### src/rtl/uart_prog_loader.sv
`timescale 1ns/1ps
// uart_prog_loader: receives a program over 8N1 UART, packs bytes little-endian
// into 32-bit words and writes them sequentially into instruction memory. The
// CPU is held in reset while a load is in progress or after a failed load.
module uart_prog_loader #(
  parameter int CLKS_PER_BIT = 868,
  parameter int ADDR_W       = 6,
  parameter int WORDS        = 64
) (
  input  logic              clk,
  input  logic              rst,
  input  logic              rx,
  input  logic              start_load,
  output logic              imem_we,
  output logic [ADDR_W-1:0] imem_addr,
  output logic [31:0]       imem_wdata,
  output logic              cpu_hold,
  output logic              busy,
  output logic              done,
  output logic              err,
  output logic [ADDR_W:0]   word_count
);

  localparam int CNT_W = (CLKS_PER_BIT > 1) ? $clog2(CLKS_PER_BIT) : 1;
  localparam logic [CNT_W-1:0] HALF_M1  = CNT_W'(CLKS_PER_BIT / 2 - 1);
  localparam logic [CNT_W-1:0] LAST_CNT = CNT_W'(CLKS_PER_BIT - 1);

  // ---------------------------------------------------------------------------
  // rx synchronizer and edge history (idle level is high)
  // ---------------------------------------------------------------------------
  logic rx_meta_q, rx_sync_q, rx_prev_q;

  // Two-flop synchronizer plus one history flop for falling-edge detection.
  always_ff @(posedge clk or negedge rst) begin
    if (!rst) begin
      rx_meta_q <= 1'b1;
      rx_sync_q <= 1'b1;
      rx_prev_q <= 1'b1;
    end else begin
      rx_meta_q <= rx;
      rx_sync_q <= rx_meta_q;
      rx_prev_q <= rx_sync_q;
    end
  end

  // ---------------------------------------------------------------------------
  // RX byte engine
  // ---------------------------------------------------------------------------
  typedef enum logic [1:0] {RX_IDLE, RX_START, RX_DATA, RX_STOP} rx_state_t;

  rx_state_t        rx_state_q, rx_state_d;
  logic [CNT_W-1:0] rx_cnt_q, rx_cnt_d;
  logic [2:0]       rx_bit_q, rx_bit_d;
  logic [7:0]       rx_shift_q, rx_shift_d;
  logic [7:0]       rx_byte_q, rx_byte_d;
  logic             byte_valid_q, byte_valid_d;
  logic             frame_err_q, frame_err_d;

  // RX state and datapath registers.
  always_ff @(posedge clk or negedge rst) begin
    if (!rst) begin
      rx_state_q   <= RX_IDLE;
      rx_cnt_q     <= {CNT_W{1'b0}};
      rx_bit_q     <= 3'd0;
      rx_shift_q   <= 8'h00;
      rx_byte_q    <= 8'h00;
      byte_valid_q <= 1'b0;
      frame_err_q  <= 1'b0;
    end else begin
      rx_state_q   <= rx_state_d;
      rx_cnt_q     <= rx_cnt_d;
      rx_bit_q     <= rx_bit_d;
      rx_shift_q   <= rx_shift_d;
      rx_byte_q    <= rx_byte_d;
      byte_valid_q <= byte_valid_d;
      frame_err_q  <= frame_err_d;
    end
  end

  // RX next state: start bit checked at half period, data/stop at bit centres.
  always_comb begin
    rx_state_d   = rx_state_q;
    rx_cnt_d     = rx_cnt_q;
    rx_bit_d     = rx_bit_q;
    rx_shift_d   = rx_shift_q;
    rx_byte_d    = rx_byte_q;
    byte_valid_d = 1'b0;
    frame_err_d  = 1'b0;
    case (rx_state_q)
      RX_IDLE: begin
        rx_cnt_d = {CNT_W{1'b0}};
        if (rx_prev_q && !rx_sync_q) begin
          rx_state_d = RX_START;
        end else begin
          rx_state_d = RX_IDLE;
        end
      end
      RX_START: begin
        if (rx_cnt_q == HALF_M1) begin
          rx_cnt_d = {CNT_W{1'b0}};
          rx_bit_d = 3'd0;
          if (!rx_sync_q) begin
            rx_state_d = RX_DATA;
          end else begin
            rx_state_d = RX_IDLE;  // glitch: silently drop
          end
        end else begin
          rx_cnt_d = rx_cnt_q + CNT_W'(1);
        end
      end
      RX_DATA: begin
        if (rx_cnt_q == LAST_CNT) begin
          rx_cnt_d   = {CNT_W{1'b0}};
          rx_shift_d = {rx_sync_q, rx_shift_q[7:1]};  // LSB first
          if (rx_bit_q == 3'd7) begin
            rx_state_d = RX_STOP;
          end else begin
            rx_bit_d = rx_bit_q + 3'd1;
          end
        end else begin
          rx_cnt_d = rx_cnt_q + CNT_W'(1);
        end
      end
      RX_STOP: begin
        if (rx_cnt_q == LAST_CNT) begin
          rx_cnt_d   = {CNT_W{1'b0}};
          rx_state_d = RX_IDLE;
          if (rx_sync_q) begin
            byte_valid_d = 1'b1;
            rx_byte_d    = rx_shift_q;
          end else begin
            frame_err_d = 1'b1;
          end
        end else begin
          rx_cnt_d = rx_cnt_q + CNT_W'(1);
        end
      end
      default: begin
        rx_state_d = RX_IDLE;
        rx_cnt_d   = {CNT_W{1'b0}};
      end
    endcase
  end

  // ---------------------------------------------------------------------------
  // Load controller
  // ---------------------------------------------------------------------------
  typedef enum logic [2:0] {S_IDLE, S_LEN, S_DATA, S_WRITE, S_DONE, S_ERR} state_t;

  state_t            state_q, state_d;
  logic [ADDR_W:0]   len_q, len_d;
  logic [ADDR_W-1:0] addr_q, addr_d;
  logic [ADDR_W:0]   wc_q, wc_d;
  logic [1:0]        bidx_q, bidx_d;
  logic [31:0]       word_q, word_d;
  logic              we_q, we_d;
  logic [ADDR_W-1:0] waddr_q, waddr_d;
  logic [31:0]       wdata_q, wdata_d;
  logic              busy_q, busy_d;
  logic              hold_q, hold_d;
  logic              done_q, done_d;
  logic              err_q, err_d;

  // Controller state and registered outputs.
  always_ff @(posedge clk or negedge rst) begin
    if (!rst) begin
      state_q <= S_IDLE;
      len_q   <= {(ADDR_W+1){1'b0}};
      addr_q  <= {ADDR_W{1'b0}};
      wc_q    <= {(ADDR_W+1){1'b0}};
      bidx_q  <= 2'd0;
      word_q  <= 32'h0000_0000;
      we_q    <= 1'b0;
      waddr_q <= {ADDR_W{1'b0}};
      wdata_q <= 32'h0000_0000;
      busy_q  <= 1'b0;
      hold_q  <= 1'b0;
      done_q  <= 1'b0;
      err_q   <= 1'b0;
    end else begin
      state_q <= state_d;
      len_q   <= len_d;
      addr_q  <= addr_d;
      wc_q    <= wc_d;
      bidx_q  <= bidx_d;
      word_q  <= word_d;
      we_q    <= we_d;
      waddr_q <= waddr_d;
      wdata_q <= wdata_d;
      busy_q  <= busy_d;
      hold_q  <= hold_d;
      done_q  <= done_d;
      err_q   <= err_d;
    end
  end

  // Controller next state; status flags are derived from the next state so
  // they change together with the state register.
  always_comb begin
    state_d = state_q;
    len_d   = len_q;
    addr_d  = addr_q;
    wc_d    = wc_q;
    bidx_d  = bidx_q;
    word_d  = word_q;
    we_d    = 1'b0;
    waddr_d = waddr_q;
    wdata_d = wdata_q;
    case (state_q)
      S_IDLE, S_DONE, S_ERR: begin
        if (start_load) begin
          state_d = S_LEN;
          len_d   = {(ADDR_W+1){1'b0}};
          addr_d  = {ADDR_W{1'b0}};
          wc_d    = {(ADDR_W+1){1'b0}};
          bidx_d  = 2'd0;
          word_d  = 32'h0000_0000;
        end else begin
          state_d = state_q;
        end
      end
      S_LEN: begin
        if (frame_err_q) begin
          state_d = S_ERR;
        end else if (byte_valid_q) begin
          if (rx_byte_q == 8'h00) begin
            state_d = S_DONE;
          end else if (32'(rx_byte_q) > 32'(WORDS)) begin
            state_d = S_ERR;
          end else begin
            len_d   = (ADDR_W+1)'(rx_byte_q);
            bidx_d  = 2'd0;
            state_d = S_DATA;
          end
        end else begin
          state_d = S_LEN;
        end
      end
      S_DATA: begin
        if (frame_err_q) begin
          state_d = S_ERR;
        end else if (byte_valid_q) begin
          // Shift in from the top: after four bytes byte 0 sits in [7:0].
          word_d = {rx_byte_q, word_q[31:8]};
          bidx_d = bidx_q + 2'd1;
          if (bidx_q == 2'd3) begin
            state_d = S_WRITE;
            we_d    = 1'b1;
            waddr_d = addr_q;
            wdata_d = {rx_byte_q, word_q[31:8]};
          end else begin
            state_d = S_DATA;
          end
        end else begin
          state_d = S_DATA;
        end
      end
      S_WRITE: begin
        addr_d = addr_q + ADDR_W'(1);
        wc_d   = wc_q + (ADDR_W+1)'(1);
        if ((wc_q + (ADDR_W+1)'(1)) == len_q) begin
          state_d = S_DONE;
        end else begin
          state_d = S_DATA;
        end
      end
      default: begin
        state_d = S_IDLE;
      end
    endcase

    busy_d = (state_d == S_LEN) || (state_d == S_DATA) || (state_d == S_WRITE);
    hold_d = busy_d || (state_d == S_ERR);
    done_d = (state_d == S_DONE);
    err_d  = (state_d == S_ERR);
  end

  assign imem_we    = we_q;
  assign imem_addr  = waddr_q;
  assign imem_wdata = wdata_q;
  assign cpu_hold   = hold_q;
  assign busy       = busy_q;
  assign done       = done_q;
  assign err        = err_q;
  assign word_count = wc_q;

endmodule

### config.mk
export PLATFORM = sky130hd
export DESIGN_NAME = uart_prog_loader
export DESIGN_NICKNAME = d
export VERILOG_FILES = /design/src/rtl/uart_prog_loader.sv
export SDC_FILE = /design/constraint.sdc
export NUM_CORES = 1
export LEC_CHECK = 0
export BUFFER_PORTS_ARGS = -buffer_cell sky130_fd_sc_hd__buf_2
export CAP_MARGIN = 5
export CORE_ASPECT_RATIO = 1.4
export CORE_MARGIN = 5
export CORE_UTILIZATION = 49
export DETAILED_ROUTE_END_ITERATION = 16
export GPL_TIMING_DRIVEN = 0
export PLACE_DENSITY = 0.71
export SLEW_MARGIN = 0
export SYNTH_ARGS = -nofsm -noshare
export SYNTH_HDL_FRONTEND = slang
export SYNTH_SLANG_ARGS = --single-unit
### constraint.sdc
create_clock -name clk -period 1.9 [get_ports clk]
set_input_delay 0.19 -clock clk [delete_from_list [all_inputs] [get_ports clk]]
set_output_delay 0.19 -clock clk [all_outputs]
set_load 0.02 [all_outputs]
==> impl_metrics.yaml, run 1 <==
status:
  status: "finished with violations"
  failed_checks: "setup timing"
worst_setup_path:
  crit_chain: "nor4_4 > a21boi_2 > o32ai_4 > nand2_4 > buf_8 > buf_12 > mux2_4"
  rrSetupSlack_ns: -0.16
  regToRegEndpoint: "imem_wdata[30]$_DFFE_PN0P_"
  reg2reg_from: "rx_byte_q[4]$_DFFE_PN0P_"
  crit_slowest_cell: "dfrtp_2"
  reg2regPathDepth: 7
  worstPathRequired_ns: 2.19
  end_kind: "flop"
  setup.worst_path.start_class: "flop"
  critical_path_class: "reg -> reg"
  max_stage_delay_ns: 0.43
  crit_arrival_ns: 2.35
  cp_max_fo: 10
sta:
  setup_ws_ns: -0.156
  period_share_pct: 108
  period_minus_slack_ns: 2.06
  hold_violations: 0
  worstMarginPinSlew_ns: 0.566
  timing.hold.ws_ns: 0.189
  rsz0062_at_grt: "yes"
  setup_viol: 58
  drv_slew: 0
  clock-skew-final_ns: 0.00769
  slew_headroom_pct: 62.3
  timing.fmax_mhz: 486
synth:
  synthArstFlopShare_pct: 100
  syn_area_um2: 5580
  netlist.area_leader.share_pct: 56.1
  ys_types: 55
  synthTopCellsByArea: "dfrtp_1, mux2_2, nand2_1"
  syn-num-nets: 501
  synthCells: 490
  synth_ff_type: "dfrtp_1"
  ys_ff_latch: 128
  syn-mean-instance-area_um2: 11.4
  synth_edf_count: 0
  ys_warn_count: 0
  yosys.area.top_type: "dfrtp_1"
  yosysSeqAreaShare_pct: 57.5
drt:
  antenna_left: 0
  wl_per_cell_um: 16.0
  drc: 0
  drt_pass1_iterations: 4
  detailedRoute.firstIterationViolations: 188
  via_per_inst: 5.35
  vias: 4000
  wl_mm: 12.0
grt:
  grt_overflow: 0
  grt_max_degree: 108
  grt_pass1_wl_mm: 20.1
  grt_pass1_vias: 4115
  antenna_found_initial: 0
  track_usage_pct: 18.7
placement:
  dp_cells: 688
  port_buffers: 53
  postPlaceCellArea_um2: 6110
  place_congestion: 0.805
  dp_hpwl_mm: 7.60
cells_and_area:
  syn_to_final_growth_pct: 29.3
  drive_gt1_share_pct: 38.7
  finalInstanceArea_um2: 7210
  mostFrequentLayoutCell: "dfrtp_1"
  mostFrequentLayoutCells: "dfrtp_1, nand2_1, buf_2, o21ai_0, mux2_2"
  diodes: 0
  finalNonFillerCells: 748
  final_nets: 602
power_and_ir_drop:
  ir_drop_mv: 0.703
  swShare_pct: 24.1
  power_frac_comb_pct: 8.6
  switching_power_w: 0.00162
  power_density_nw_per_um2: 929
  sequentialPowerShare_pct: 43.8
  clockPowerShare_pct: 47.6
  power.leakage_nw: 3.51
  p_int_w: 0.00508
worst_hold_path:
  min_path_type: "in -> async"
floorplan:
  start_util_pct: 49.7
  die_x_um: 100
  core_um2: 11200
  rows: 46
  fp.dieH_um: 136
  ioPinCount: 54
  die-area_um2: 13600
cts:
  cts_tree: "built"
  cts_buffers: 17
  clock_latency_ns: 0.41
  path_clk_slew_ns: 0.06
  root_buffer: "clkbuf_16"
  htree_levels: 4
  cts_sinks: 128
  clockBufferDepth: 2
run:
  maxCapViolCount: 0
==> how the worst max path moves through the flow <==
stage / to / start / slack, ns
floorplan: imem_addr[0]$_DFFE_PN0P_ / state_q[2]$_DFF_PN0_ / -0.07
global placement: word_count[0]$_DFFE_PN0P_ / rst / -1.12
detailed placement: rx_shift_q[0]$_DFFE_PN0P_ / rx_cnt_q[0]$_DFF_PN0_ / -0.35
CTS: imem_wdata[30]$_DFFE_PN0P_ / rx_byte_q[5]$_DFFE_PN0P_ / -0.13
global route: imem_addr[5]$_DFFE_PN0P_ / rx_byte_q[4]$_DFFE_PN0P_ / -0.23
finish: imem_wdata[30]$_DFFE_PN0P_ / rx_byte_q[4]$_DFFE_PN0P_ / -0.16
==> cells by family (layout without fill, tap and decap cells) <==
group           Yosys count  after routing  synth area share (%)
simple gates            157            158                  13.7
flops                   128            128                  57.5
compound gates           76             76                  7.88
mux                      64             64                  13.3
buf+inv                  41            154                  3.30
xor+xnor                 17             17                  2.67
fa+ha+maj                 7              7                  1.57
==> worst max-delay path: cells and delay by family (launching register included) <==
family | cells | cell delay, ns
muxes | 1 | 0.30
buffers and inverters | 2 | 0.29
DFF | 1 | 0.43
and+or+nand+nor | 2 | 0.44
AOI/OAI and AO/OA | 2 | 0.48
==> repair_timing <==
| action | 4_1_cts | 5_1_grt |
|---|---|---|
| pin swaps | 18 | 14 |
| hold buffers | 2 | 0 |
| endpoints found under the setup margin | 99 | 106 |
| resized for setup | 49 | 44 |
| endpoints found under the hold margin | 22 | 0 |
| setup buffers | 24 | 5 |
| cloned | 2 | 0 |
==> sequential cells by signal, indices dropped and copies added, names as in the netlist, 2 cells and up, named ones only <==
name        cells
rx_byte_q       8
word_count      7
imem_addr       6
imem_wdata     32
word_q         24
rx_cnt_q       10
bidx_q          2
len_q           7
rx_shift_q      8
addr_q          6
rx_bit_q        3
state_q         3
==> synth_stat cells, drive strengths merged (3+ instances only) <==
cell and instances:
dfrtp 125, buf 7, mux2i 9, o21ai 47, xnor2 10, xor2 7
nand2b 4, mux2 55, nand2 75, nor2 31, nor3 5, ha 7
clkbuf 16, nand4 8, nand3 8, a31oi 7, a21oi 8, nor3b 3
inv 18, dfstp 3, and3 5, nand3b 3
==> cell type report <==
class | instances | area (um2)
Timing Repair Buffer | 85 | 564
Clock inverter | 13 | 139
Sequential cell | 128 | 3220
Multi-Input combinational cell | 322 | 2440
Tap cell | 144 | 180
Fill cell | 855 | 4020
Clock buffer | 19 | 453
Buffer | 19 | 149
Inverter | 18 | 67.6
==> power by group through the flow <==
| stage | sequential, W | clock (W) | combinational (W) |
|---|---|---|---|
| 3_5_place_dp | 0.00297 | 0 | 0.000453 |
| 4_1_cts | 0.00293 | 0.00324 | 0.000572 |
| 3_3_place_gp | 0.00297 | 0 | 0.000427 |
| 5_1_grt | 0.00295 | 0.00336 | 0.000651 |
| 2_1_floorplan | 0.00296 | 0 | 0.000299 |
| 6_report | 0.00293 | 0.00319 | 0.000574 |
==> per-layer routing <==
metal	GRT usage, %	part of all wire (%)	vias to the layer above	wire [um]
met5	0	0	-	0
li1	-	-	1901	-
met3	4.41	4.0	25	481
met2	32.4	54	93	6510
met4	8.24	2.0	0	236
met1	21.9	40	1981	4740
==> per-stage QoR <==
stage	setup WS [ns]	TNS (ns)	power, W	util (%)
5_1_grt	-0.233	-12.26	0.00696	64.2
4_1_cts	-0.133	-4.43	0.00675	63.4
2_1_floorplan	-0.0695	-1.36	0.00326	-
3_3_place_gp	-1.12	-133.72	0.00339	54.1
6_report	-0.156	-6.09	0.00669	64.2
3_5_place_dp	-0.349	-23.39	0.00343	54.4
No activity file was read; power rests on OpenSTA's default activity.
==> run 2: changes to the inputs <==
CORE_UTILIZATION = 53   (was 49)
GPL_TIMING_DRIVEN = 1   (was 0)
PLACE_DENSITY = 0.75   (was 0.71)
==> impl_metrics.yaml, run 2 (synthesis gave the netlist of run 1 again) <==
floorplan:
  fp.dieH_um: 131
  start_util_pct: 53.9
  die-area_um2: 12700
  ioPinCount: 54
  die_x_um: 96.7
  rows: 44
  core_um2: 10300
cells_and_area:
  mostFrequentLayoutCell: "dfrtp_1"
  fin_util_pct: 73.2
  mostFrequentLayoutCells: "dfrtp_1, nand2_1, buf_2, mux2_4, buf_4"
  finalNonFillerCells: 751
  syn_to_final_growth_pct: 35.9
  diodes: 0
  drive_gt1_share_pct: 41.4
  final_nets: 612
  largest_register_ffs: 32
placement:
  post-place-ws_ns: -0.125
  port_buffers: 53
  dp_hpwl_mm: 8.22
  dp_cells: 706
  place_congestion: 0.896
run:
  maxCapViolCount: 0
worst_hold_path:
  min_path_type: "in -> reg"
  min_from: "start_load"
  min_delay_worst_endpoint: "state_q[0]$_DFF_PN0_"
  min_delay_path_depth: 5
status:
  failed_checks: "setup timing"
  status: "finished with violations"
worst_setup_path:
  path_buf_inv: 2
  worstPathRequired_ns: 2.19
  crit_chain: "nor4_4 > a21boi_2 > nor2_2 > nand2_1 > nand2_2 > inv_4 > nand2_8 > clkbuf_16 > mux2_2"
  cp.depth: 9
  critPathTopFamily: "simple AND/OR/NAND/NOR gates"
  crit_slowest_cell: "dfrtp_1"
  rrSetupSlack_ns: -0.12
  reg2reg_from: "rx_byte_q[5]$_DFFE_PN0P_"
  regToRegEndpoint: "imem_wdata[17]$_DFFE_PN0P_"
  max_stage_delay_ns: 0.42
  crit_arrival_ns: 2.32
  end_kind: "flop"
  cp_max_fo: 10
  setup.worst_path.start_class: "flop"
  critical_path_class: "reg -> reg"
  reg2regPathDepth: 9
grt:
  grt_pass1_vias: 4230
  track_usage_pct: 20.6
  grt_overflow: 0
  grt_max_degree: 41
  antenna_found_initial: 0
  grt_pass1_wl_mm: 21.1
power_and_ir_drop:
  power_density_nw_per_um2: 947
  ir_drop_mv: 1.03
  finalPower_w: 0.00718
  power.leakage_nw: 3.74
cts:
  root_buffer: "clkbuf_16"
  htree_levels: 4
  cts_buffers: 17
  clockBufferDepth: 2
  path_clk_slew_ns: 0.06
  cts_tree: "built"
  cts_sinks: 128
  clock_latency_ns: 0.42
drt:
  via_per_inst: 5.54
  antenna_left: 0
  wl_mm: 13.3
  vias: 4158
  drc: 0
  detailedRoute.firstIterationViolations: 275
  drt_pass1_iterations: 4
  wl_per_cell_um: 17.7
sta:
  slew_headroom_pct: 58.9
  hold_violations: 0
  setup_viol: 52
  period_share_pct: 107
  period_minus_slack_ns: 2.02
  clock-skew-final_ns: 0.00773
  setup_ws_ns: -0.125
  drv_slew: 0
  worstMarginPinSlew_ns: 0.615
  tns_ns: -4.42
  rsz0062_at_grt: "yes"
  timing.fmax_mhz: 494
run 2: final cells by class:
cell class | count | area [um2]
timing repair buffer | 114 | 881
tap | 138 | 173
inverter | 18 | 70.1
multi-input combinational | 322 | 2630
fill | 681 | 2770
sequential | 128 | 3210
clock buffer | 22 | 484
clock inverter | 9 | 131
run 2: routing by layer:
metal | global-route usage [%] | up-vias | routed length, um
met5 | 0 | - | 0
met4 | 7.26 | 0 | 299
met3 | 5.51 | 24 | 499
met2 | 38.0 | 98 | 7560
met1 | 22.6 | 2114 | 4960
li1 | - | 1922 | -
run 2: what timing repair did:
item | 4_1_cts | 5_1_grt
gates resized for setup | 15 | 85
pin swaps | 7 | 17
endpoints found under the setup margin | 82 | 99
hold buffers | 2 | 0
cloned | 1 | 4
endpoints found under the hold margin | 33 | 0
setup buffers | 2 | 6
run 2: power breakdown:
part | total [W] | switching, W | internal, W | leakage, nW
clock | 0.00333 | 0.00114 | 0.00219 | 0.294
sequential | 0.00300 | 0.000161 | 0.00284 | 1.73
combinational | 0.000852 | 0.000416 | 0.000436 | 1.71
run 2: worst max-delay path by stage:
| stage | from | endpoint | slack [ns] |
|---|---|---|---|
| finish | rx_byte_q[5]$_DFFE_PN0P_ | imem_wdata[17]$_DFFE_PN0P_ | -0.12 |
| global placement | rx_byte_q[5]$_DFFE_PN0P_ | imem_wdata[29]$_DFFE_PN0P_ | -0.05 |
| detailed placement | rx_byte_q[5]$_DFFE_PN0P_ | imem_wdata[23]$_DFFE_PN0P_ | -0.13 |
| CTS | rx_byte_q[4]$_DFFE_PN0P_ | imem_wdata[21]$_DFFE_PN0P_ | -0.06 |
| floorplan | state_q[2]$_DFF_PN0_ | imem_addr[0]$_DFFE_PN0P_ | -0.07 |
| global route | rx_byte_q[5]$_DFFE_PN0P_ | imem_wdata[19]$_DFFE_PN0P_ | -0.19 |
run 2: through the flow:
step	area (um2)	hold WS (ns)
after floorplan	5630	-0.106
after detailed placement	6400	0.200
after CTS	7130	0.226
after global placement	6400	0.196
final	7580	0.291
after global routing	7580	0.304
run 2: worst register-to-register path: stages, from the launching register on:
cell and delay [ns]:
dfrtp_1 0.42, nor4_4 0.37, a21boi_2 0.15, nor2_2 0.12
nand2_1 0.08, nand2_2 0.11, inv_4 0.05, nand2_8 0.10
clkbuf_16 0.18, mux2_2 0.34
==> run 3: changes to the inputs <==
ABC_AREA = 1   (was unset)
==> impl_metrics.yaml, run 3 <==
cts:
  cts_buffers: 17
  clockBufferDepth: 2
  cts_tree: "built"
  root_buffer: "clkbuf_16"
  cts_sinks: 128
  htree_levels: 4
  clock_latency_ns: 0.41
  path_clk_slew_ns: 0.06
grt:
  antenna_found_initial: 0
  grt_most_used_layer: "met2"
  grt_max_degree: 73
  met3_usage_pct: 5.45
  grt_pass1_vias: 4360
  use_met1_pct: 22.2
  use_met2_pct: 33.0
  track_usage_pct: 19.3
  grt_overflow: 0
  grt_pass1_wl_mm: 20.1
synth:
  syn-mean-instance-area_um2: 9.15
  netlist.area_leader.share_pct: 55.2
  ys_warn_count: 0
  yosys-top-cells-count: "nand2_1, dfrtp_1, inv_1, o21ai_0, nor2_1"
  synthCells: 619
  post-synth-top-count-cell: "nand2_1"
  ys_types: 42
  yosys.area.top_type: "dfrtp_1"
  synthTopCellsByArea: "dfrtp_1, nand2_1, inv_1"
  synth_ff_type: "dfrtp_1"
  syn_area_um2: 5670
  synth_edf_count: 0
  syn-num-nets: 630
  yosysSeqAreaShare_pct: 56.6
  ys_ff_latch: 128
  synthArstFlopShare_pct: 100
worst_setup_path:
  crit_chain: "inv_2 > nand2_4 > inv_2 > nor2_4 > inv_2 > or2_4 > nand3_2 > a21oi_4 > buf_12 > nand3_1 > o21ai_1"
  critPathTopFamily: "buffers and inverters"
  path_buf_inv: 4
  setup.worst_path.start_class: "flop"
  critical_path_class: "reg -> reg"
  crit_top_cell: "inv_2"
  worstPathRequired_ns: 2.23
  crit_arrival_ns: 2.13
  crit_slowest_cell: "dfrtp_1"
  end_kind: "flop"
  cp_max_fo: 21
  max_stage_delay_ns: 0.42
cells_and_area:
  diodes: 0
  finalInstanceArea_um2: 6930
  largest_register_ffs: 32
  syn_to_final_growth_pct: 22.3
  mostFrequentLayoutCells: "nand2_1, dfrtp_1, inv_1, buf_2, o21ai_0"
  final_nets: 709
  drive_gt1_share_pct: 23.6
  mostFrequentLayoutCell: "nand2_1"
sta:
  rsz0062_at_grt: "yes"
  timing.hold.ws_ns: 0.270
  setup_ws_ns: 0.0982
  drv_slew: 0
  worstMarginPinSlew_ns: 0.370
  clock-skew-final_ns: 0.00931
  setup_viol: 0
  hold_violations: 0
  slew_headroom_pct: 75.1
  period_minus_slack_ns: 1.80
  period_share_pct: 94.8
  timing.fmax_mhz: 555
power_and_ir_drop:
  ir_drop_mv: 0.711
  power_density_nw_per_um2: 970
  power.leakage_nw: 3.48
status:
  status: "complete, no violations"
drt:
  wl_per_cell_um: 14.4
  wl_mm: 12.2
  drt_pass1_iterations: 5
  vias: 4416
  via_per_inst: 5.20
  drc: 0
  antenna_left: 0
  detailedRoute.firstIterationViolations: 328
placement:
  postPlaceCellArea_um2: 6170
  post-place-ws_ns: 0.0649
  port_buffers: 53
  dp_hpwl_mm: 8.32
  place_congestion: 0.902
floorplan:
  die-area_um2: 12900
  fp.dieH_um: 132
  die_x_um: 97.4
  start_util_pct: 54.4
  core_um2: 10400
  ioPinCount: 54
  rows: 44
run:
  maxCapViolCount: 0
worst_hold_path:
  min_path_type: "in -> reg"
## run 3: cell count changes in the layout (fill, tap and decap cells not counted), moves of 13 or more
cell,before,now
buf_4,45,20
inv_1,16,74
mux2_4,48,0
nand2_1,72,155
nand3_1,7,26
nand3_2,1,18
nor2_1,15,35
o21ai_1,3,27
o21ai_2,2,15
## run 3: per-stage QoR
step / TNS [ns] / utilization, % / instances / power [W]
after floorplan: 0 / - / 619 / 0.00312
after global routing: -0.0470 / 66.6 / 849 / 0.00696
after detailed placement: 0 / 59.3 / 808 / 0.00327
after global placement: 0 / 59.3 / 808 / 0.00325
after CTS: 0 / 65.6 / 842 / 0.00677
final: 0 / 66.6 / 849 / 0.00672
## run 3: final timing paths
check / start / endpoint / slack [ns] / cells past startpoint
max: state_q[2]$_DFF_PN0_ / word_q[13]$_DFFE_PN0P_ / 0.1 / 11
min: start_load / word_count[1]$_DFFE_PN0P_ / 0.27 / 4
max reg2reg: state_q[2]$_DFF_PN0_ / word_q[13]$_DFFE_PN0P_ / 0.1 / 11
min reg2reg: rx_meta_q$_DFF_PN1_ / rx_sync_q$_DFF_PN1_ / 0.36 / 0
max in group asynchronous: rst / rx_sync_q$_DFF_PN1_ / 1.26 / 3
min in group asynchronous: rst / addr_q[3]$_DFFE_PN0P_ / 0.32 / 3
## run 3: tightest hold or removal path: cells and delay by family
kind / cells / cell delay, ns
buf+inv: 1 / 0.12
simple gates: 3 / 0.31
## run 3: routing by layer
metal / vias up / share of wire (%)
met1: 2093 / 40
met3: 39 / 4.6
met5: - / 0
li1: 2160 / -
met2: 124 / 52
met4: 0 / 3.6
## run 3: where the power goes
group | switching, W | total (W) | internal (W)
clock network | 0.00117 | 0.00350 | 0.00232
registers | 0.0000545 | 0.00284 | 0.00278
logic | 0.000254 | 0.000385 | 0.000131
## run 3: logic make-up after synthesis
family                     share of synthesized area [%]
AOI/OAI and AO/OA                                   11.5
DFF                                                 56.6
muxes                                              0.596
xor gates and xnor gates                           0.928
buffers and inverters                               7.51
adders and majority gates                           1.55
and+or+nand+nor                                     21.3
## run 3: cell type report
class,instances,area (um2)
Tap cell,138,173
Timing Repair Buffer,79,536
Clock buffer,18,429
Multi-Input combinational cell,392,2070
Sequential cell,128,3210
Inverter,80,300
Clock inverter,14,215
Fill cell,794,3480
## run 3: timing repair
| action | CTS | global route |
|---|---|---|
| resized for setup | 0 | 8 |
| hold endpoints to repair | 126 | 0 |
| buffers inserted | 0 | 6 |
| setup endpoints to repair | 0 | 45 |
| hold buffers | 2 | 0 |
